**src/rtl/mc_control_fsm_pkg.sv**
```systemverilog
// Shared encodings for the multi-cycle RV32I control FSM: state codes,
// datapath select codes and the base-ISA major opcodes.
package mc_control_fsm_pkg;

   typedef enum logic [2:0] {
      S_IF   = 3'd0,
      S_ID   = 3'd1,
      S_EX   = 3'd2,
      S_MEM  = 3'd3,
      S_WB   = 3'd4,
      S_HALT = 3'd5
   } state_t;

   localparam logic [1:0] SRC_A_PC   = 2'b00;
   localparam logic [1:0] SRC_A_RS1  = 2'b01;
   localparam logic [1:0] SRC_A_ZERO = 2'b10;

   localparam logic [1:0] SRC_B_RS2  = 2'b00;
   localparam logic [1:0] SRC_B_IMM  = 2'b01;

   localparam logic [1:0] ALU_ADD    = 2'b00;
   localparam logic [1:0] ALU_BRANCH = 2'b01;
   localparam logic [1:0] ALU_FUNCT  = 2'b10;

   localparam logic [1:0] WD_ALUOUT  = 2'b00;
   localparam logic [1:0] WD_MDR     = 2'b01;
   localparam logic [1:0] WD_PC4     = 2'b10;

   localparam logic [1:0] PC_SRC_PC4    = 2'b00;
   localparam logic [1:0] PC_SRC_ALUOUT = 2'b01;

   localparam logic [6:0] OP_LOAD   = 7'b0000011;
   localparam logic [6:0] OP_STORE  = 7'b0100011;
   localparam logic [6:0] OP_BRANCH = 7'b1100011;
   localparam logic [6:0] OP_JALR   = 7'b1100111;
   localparam logic [6:0] OP_JAL    = 7'b1101111;
   localparam logic [6:0] OP_IMM    = 7'b0010011;
   localparam logic [6:0] OP_RTYPE  = 7'b0110011;
   localparam logic [6:0] OP_LUI    = 7'b0110111;
   localparam logic [6:0] OP_AUIPC  = 7'b0010111;
   localparam logic [6:0] OP_SYSTEM = 7'b1110011;

   function automatic logic is_known_opcode(input logic [6:0] op);
      case (op)
         OP_LOAD, OP_STORE, OP_BRANCH, OP_JALR, OP_JAL,
         OP_IMM, OP_RTYPE, OP_LUI, OP_AUIPC, OP_SYSTEM: return 1'b1;
         default:                                        return 1'b0;
      endcase
   endfunction

endpackage

```
**src/rtl/mc_control_fsm_retire_counter.sv**
```systemverilog
// Retired-instruction counter: increments on enable, wraps modulo 2^CNT_WIDTH,
// cleared asynchronously by an active-low clear.
module retire_counter #(
   parameter int CNT_WIDTH = 32
) (
   input  logic                 clk,
   input  logic                 clr_n,
   input  logic                 enable,
   output logic [CNT_WIDTH-1:0] count
);

   // NOTE: sequential state is only ever assigned with <=, so every flop samples pre-edge values.
   always_ff @(posedge clk or negedge clr_n) begin
      if (!clr_n) begin
         count <= '0;
      end else if (enable) begin
         count <= count + CNT_WIDTH'(1);
      end
   end

endmodule

```
**src/rtl/mc_control_fsm.sv**
```systemverilog
// Multi-cycle RV32I control unit: sequences IF/ID/EX/MEM/WB per opcode, handshakes
// with a shared memory via mem_ready, counts retirements and halts on ECALL x17==HALT_ID.
module mc_control_fsm
   import mc_control_fsm_pkg::*;
#(
   parameter int XLEN      = 32,
   parameter int CNT_WIDTH = 32,
   parameter int HALT_ID   = 10
) (
   input  logic                 clk,
   input  logic                 reset,
   input  logic [6:0]           opcode,
   input  logic [XLEN-1:0]      x17_val,
   input  logic                 alu_bcond,
   input  logic                 mem_ready,
   output logic                 ir_write,
   output logic                 mem_read,
   output logic                 mem_write,
   output logic                 i_or_d,
   output logic [1:0]           alu_src_a,
   output logic [1:0]           alu_src_b,
   output logic [1:0]           alu_op,
   output logic [1:0]           wd_sel,
   output logic                 reg_write,
   output logic                 pc_write,
   output logic [1:0]           pc_source,
   output logic                 is_halted,
   output logic                 illegal_op,
   output logic [CNT_WIDTH-1:0] retired_count,
   output logic [2:0]           state_o
);

   state_t state;
   state_t next_state;
   logic   is_ecall;
   logic   halt_call;
   logic   unknown_op;
   logic   halt_entry;
   logic   retire_en;

   assign is_ecall   = (opcode == OP_SYSTEM);
   assign halt_call  = is_ecall && (x17_val == XLEN'(HALT_ID));
   assign unknown_op = !is_known_opcode(opcode);
   assign halt_entry = (state != S_HALT) && (next_state == S_HALT);
   assign retire_en  = pc_write || halt_entry;
   assign state_o    = state;

   // Outputs are a pure decode of state and inputs; gating on reset makes the
   // strobes drop the moment reset falls, even mid-access.
   always_comb begin
      // NOTE: every output gets a default before the case so no path can infer a latch.
      next_state = state;
      ir_write   = 1'b0;
      mem_read   = 1'b0;
      mem_write  = 1'b0;
      i_or_d     = 1'b0;
      alu_src_a  = SRC_A_PC;
      alu_src_b  = SRC_B_RS2;
      alu_op     = ALU_ADD;
      wd_sel     = WD_ALUOUT;
      reg_write  = 1'b0;
      pc_write   = 1'b0;
      pc_source  = PC_SRC_PC4;
      if (reset) begin
         case (state)
            S_IF: begin
               mem_read = 1'b1;
               if (mem_ready) begin
                  ir_write   = 1'b1;
                  next_state = S_ID;
               end
            end
            S_ID: begin
               // ALUOut <= PC + imm here so JAL and taken branches find their target ready.
               alu_src_b = SRC_B_IMM;
               if (halt_call) begin
                  next_state = S_HALT;
               end else if (is_ecall || unknown_op) begin
                  pc_write   = 1'b1;
                  next_state = S_IF;
               end else if (opcode == OP_JAL) begin
                  next_state = S_WB;
               end else begin
                  next_state = S_EX;
               end
            end
            S_EX: begin
               next_state = S_WB;
               case (opcode)
                  OP_RTYPE: begin
                     alu_src_a = SRC_A_RS1;
                     alu_op    = ALU_FUNCT;
                  end
                  OP_IMM: begin
                     alu_src_a = SRC_A_RS1;
                     alu_src_b = SRC_B_IMM;
                     alu_op    = ALU_FUNCT;
                  end
                  OP_LOAD, OP_STORE: begin
                     alu_src_a  = SRC_A_RS1;
                     alu_src_b  = SRC_B_IMM;
                     next_state = S_MEM;
                  end
                  OP_JALR: begin
                     alu_src_a = SRC_A_RS1;
                     alu_src_b = SRC_B_IMM;
                  end
                  OP_LUI: begin
                     alu_src_a = SRC_A_ZERO;
                     alu_src_b = SRC_B_IMM;
                  end
                  OP_AUIPC: begin
                     alu_src_b = SRC_B_IMM;
                  end
                  OP_BRANCH: begin
                     alu_src_a  = SRC_A_RS1;
                     alu_op     = ALU_BRANCH;
                     pc_write   = 1'b1;
                     pc_source  = alu_bcond ? PC_SRC_ALUOUT : PC_SRC_PC4;
                     next_state = S_IF;
                  end
                  default: next_state = S_IF;
               endcase
            end
            S_MEM: begin
               i_or_d    = 1'b1;
               mem_read  = (opcode == OP_LOAD);
               mem_write = (opcode == OP_STORE);
               if (mem_ready) begin
                  if (opcode == OP_LOAD) begin
                     next_state = S_WB;
                  end else begin
                     pc_write   = (opcode == OP_STORE);
                     next_state = S_IF;
                  end
               end
            end
            S_WB: begin
               reg_write  = 1'b1;
               pc_write   = 1'b1;
               next_state = S_IF;
               if (opcode == OP_LOAD) begin
                  wd_sel = WD_MDR;
               end else if (opcode == OP_JAL || opcode == OP_JALR) begin
                  wd_sel    = WD_PC4;
                  pc_source = PC_SRC_ALUOUT;
               end
            end
            S_HALT:  next_state = S_HALT;
            default: next_state = S_IF;
         endcase
      end
   end

   always_ff @(posedge clk or negedge reset) begin
      if (!reset) begin
         state      <= S_IF;
         is_halted  <= 1'b0;
         illegal_op <= 1'b0;
      end else begin
         state <= next_state;
         if (halt_entry) begin
            is_halted <= 1'b1;
         end
         if (state == S_ID && unknown_op) begin
            illegal_op <= 1'b1;
         end
      end
   end

   retire_counter #(
      .CNT_WIDTH(CNT_WIDTH)
   ) u_retire_counter (
      .clk    (clk),
      .clr_n  (reset),
      .enable (retire_en),
      .count  (retired_count)
   );

endmodule

```
**config.mk**
```make
export PLATFORM = sky130hd
export DESIGN_NAME = mc_control_fsm
export DESIGN_NICKNAME = d
export VERILOG_FILES = /design/src/rtl/mc_control_fsm_pkg.sv /design/src/rtl/mc_control_fsm_retire_counter.sv /design/src/rtl/mc_control_fsm.sv
export SDC_FILE = /design/constraint.sdc
export NUM_CORES = 1
export LEC_CHECK = 0
export ABC_AREA = 1
export CORE_MARGIN = 10
export CORE_UTILIZATION = 49
export CTS_CLUSTER_SIZE = 14
export DETAILED_ROUTE_END_ITERATION = 16
export PLACE_DENSITY = 0.94
export SETUP_SLACK_MARGIN = 0.05
export SYNTH_ARGS = -nofsm -noshare
export SYNTH_HDL_FRONTEND = slang
export SYNTH_HIERARCHICAL = 1
export SYNTH_SLANG_ARGS = --single-unit
```
**constraint.sdc**
```tcl
create_clock -name clk -period 5.18 [get_ports clk]
set_clock_uncertainty 0.05 [all_clocks]
set_input_delay 1.036 -clock clk [delete_from_list [all_inputs] [get_ports clk]]
set_output_delay 1.036 -clock clk [all_outputs]
set_load 0.01 [all_outputs]
```
==> impl_table.tex <==
\begin{tabular}{lr}
\hline
Metric & Value \\
\hline
\multicolumn{2}{l}{\textbf{Outcome}} \\
Status & finished, final reports clean \\
\multicolumn{2}{l}{\textbf{Die}} \\
DIE HEIGHT & 93.65 µm \\
Initial standard-cell utilization of the core & 51.38\% \\
Chip Width & 93.65 µm \\
Number of ports placed on the die boundary & 96 \\
Core Area & 5172 µm² \\
Overall die area & 8769 µm² \\
Placement Rows & 26 \\
\multicolumn{2}{l}{\textbf{STA}} \\
Setup-failing EPs final & 0 \\
Setup repair after global routing missed its margin & false \\
Setup tns final & 0 ps \\
Hold Violations, Final & 0 \\
Maximum operating frequency & 237.9 MHz \\
Tcrit/Tclk final & 81.14\% \\
Final worst setup slack & 976.9 ps \\
Number of pins with negative max-slew slack in the final report & 0 \\
Min Clock Period, post-route & 4203 ps \\
Slew at the pin closest to its max-slew limit & 519.7 ps \\
Worst slew margin & 65.35\% \\
\multicolumn{2}{l}{\textbf{Finish}} \\
Share of post-route cells with drive strength above 1 & 11.66\% \\
Net count reported at finish & 532 \\
Most frequent cells in the layout & nand2\_1, clkdlybuf4s50\_1, nor2\_1 \\
Antenna diodes & 0 \\
Synthesis-to-finish area growth & 43.03\% \\
Fill cell count & 385 \\
Leading cell type in the layout, fill and taps excluded & nand2\_1 \\
Register cell area after layout & 925.9 µm² \\
Area of the multi-input gates & 1555 µm² \\
\multicolumn{2}{l}{\textbf{Clock network}} \\
H-tree level count & 2 \\
CTS clk-pin slew, worst paths & 70 ps \\
Count of instances resized after the clock tree is built & 0 \\
Post-CTS setup buffer count & 0 \\
Count of clock tree sinks & 37 \\
CTS Buf Count & 5 \\
Master cell of the clock root buffer & clkbuf\_8 \\
Number of buffers on the longest clock path & 2 \\
Clock latency of the later-clocked register in the worst-skew pair & 290 ps \\
CTS tree & built \\
CTS hold repair buffers & 0 \\
\multicolumn{2}{l}{\textbf{Placed design}} \\
Pre-CTS setup slack & 986.4 ps \\
Final weighted congestion of routability-driven global placement & 0.9471 \\
Number of port buffers & 93 \\
HPWL after detailed placement & 6721 µm \\
\multicolumn{2}{l}{\textbf{Drt}} \\
Number of detailed-route iterations in the first pass & 7 \\
Vias per cell & 5.213 \\
Post-detailed-route wirelength per cell & 14.97 µm \\
Initial DRC count & 278 \\
DRC errors left & 0 \\
Detailed-route via count & 2914 \\
Total wirelength of the detailed-routed design & 8369 µm \\
Post-route antenna net violation count & 0 \\
\multicolumn{2}{l}{\textbf{Run}} \\
Max-cap violations & 0 \\
\multicolumn{2}{l}{\textbf{Setup path}} \\
Type of origin of the critical path & primary input \\
Required arrival time at the worst endpoint & 4090 ps \\
Worst Path Class, Setup & primary input to output pin \\
Capturing element type of the critical path & output pin \\
Peak fanout along the critical path & 4 \\
Arrival time reported for the critical path endpoint & 3120 ps \\
\multicolumn{2}{l}{\textbf{Synthesis}} \\
Post-synth cell types & 29 \\
Sequential-to-total area share from yosys stat & 34.84\% \\
Post-synthesis instance total & 388 \\
Number of flip-flops and latches in the synthesized netlist & 37 \\
Post-Syn Area & 2658 µm² \\
Syn avg cell area & 6.849 µm² \\
Total of warnings raised by yosys & 6 \\
\multicolumn{2}{l}{\textbf{Pwr}} \\
Cell leakage power & 1.622 nW \\
Maximum resistive drop on vdd & 0.0001928 V \\
Power density of the placed cells & 228.7 nW/µm² \\
\multicolumn{2}{l}{\textbf{Global routing}} \\
Total overflow reported by the global router & 0 \\
Antenna violations before repair & 0 \\
Vias in the first global route & 2893 \\
GRT Resource Usage Total & 18.84\% \\
Wire length of the first global-routing pass & 13570 µm \\
Pin count of the biggest net entering global routing & 23 \\
\multicolumn{2}{l}{\textbf{Worst hold path}} \\
Class of the tightest hold or removal check & flip-flop to flip-flop \\
\hline
\end{tabular}
Yosys cell counts:
library cell  instances  area (µm²)
nand3b_1              9       67.56
clkinv_1              1       3.750
nor3_4                2       32.53
nand2_4               1       11.26
conb_1                1       3.750
nor2_2               10       62.56
nand3_1              19       95.09
inv_1                38       142.6
a31oi_1               2       12.51
o21ai_0               2       10.01
a22oi_1               1       7.510
buf_4                 2       15.01
o211ai_1              1       7.510
xnor2_1               5       43.79
dfrtp_1              37       925.9
nand2_1             118       442.9
nor3_2                1       10.01
nand2_2              16       100.1
nor2_4               11       123.9
nor2_1               69       259.0
nor3_1                6       30.03
xor2_1               13       113.9
a21oi_1               4       20.02
inv_2                 5       18.77
nor4_1                1       6.260
ha_1                  1       12.51
and2_1                5       31.28
nand3_2               1       10.01
nand4_1               6       37.54
power by group:
part,switching (mW),internal (mW)
clock network,0.106,0.191
registers,0.0336,0.314
logic,0.110,0.114
total,0.250,0.619
worst max-delay path, cell delays in order:
cell             delay (ps)
clkdlybuf4s50_1         470
inv_1                   110
nand2_1                  70
nor2_2                  190
nand2_1                 140
nor3_1                  210
a21oi_1                 100
o211ai_1                100
nand2_1                  90
inv_1                    60
clkdlybuf4s50_1         540
through the flow:
stage | instance area [µm²] | cells | power, mW | util [%] | hold slack [ps]
floorplan | 2661 | 389 | 0.4556 | - | 449.9
global placement | 3667 | 551 | 0.5718 | 70.90 | 403.6
detailed placement | 3667 | 551 | 0.5768 | 70.90 | 423.2
CTS | 3801 | 559 | 0.8737 | 73.49 | 443.4
global route | 3801 | 559 | 0.9123 | 73.49 | 466.4
finish | 3801 | 559 | 0.8691 | 73.49 | 434.8
layout make-up:
| cell class | instances | area share (%) |
|---|---|---|
| Timing Repair Buffer | 94 | 24.56 |
| Inverter | 44 | 4.345 |
| Clock buffer | 5 | 1.810 |
| Tap cell | 70 | 2.304 |
| Multi-Input combinational cell | 306 | 40.91 |
| Clock inverter | 3 | 1.712 |
| Sequential cell | 37 | 24.36 |
registers in the layout, indices dropped and copies added (netlist names):
register	count
illegal_op	1
is_halted	1
state_o	3
u_retire_counter/count	32
path summary, 6_finish.rpt:
path	startpoint	to	slack, ps	cells after the start
hold reg to reg	is_halted$_DFFE_PN0P_	is_halted$_DFFE_PN0P_	430	2
max in group asynchronous	reset	state_o[2]$_DFF_PN0_	3750	2
min in group asynchronous	reset	u_retire_counter/count[16]$_DFFE_PN0P_	660	1
setup / recovery	opcode[2]	pc_write	980	11
hold / removal	is_halted$_DFFE_PN0P_	is_halted$_DFFE_PN0P_	430	2
setup reg to reg	state_o[2]$_DFF_PN0_	u_retire_counter/count[17]$_DFFE_PN0P_	2520	15
kinds of logic (layout without fill, tap and decap cells):
family	count (synthesis)	in the layout	synth area share (%)
flip-flops	37	37	34.84
other	1	2	0.1411
XOR/XNOR	18	18	5.932
AO/OA/AOI/OAI	10	10	2.166
buffers and inverters	46	146	6.780
AND/OR/NAND/NOR	275	275	49.67
adder cells (fa/ha/maj)	1	1	0.4707
routing by layer:
| metal | track usage, % | routed length, µm | up-vias |
|---|---|---|---|
| met5 | 0 | 0 | - |
| met4 | 6.203 | 201 | 0 |
| met3 | 4.956 | 844 | 29 |
| met2 | 32.54 | 4081 | 159 |
| met1 | 22.12 | 3240 | 1331 |
| li1 | - | - | 1395 |
(Power assumes the default switching activity.)
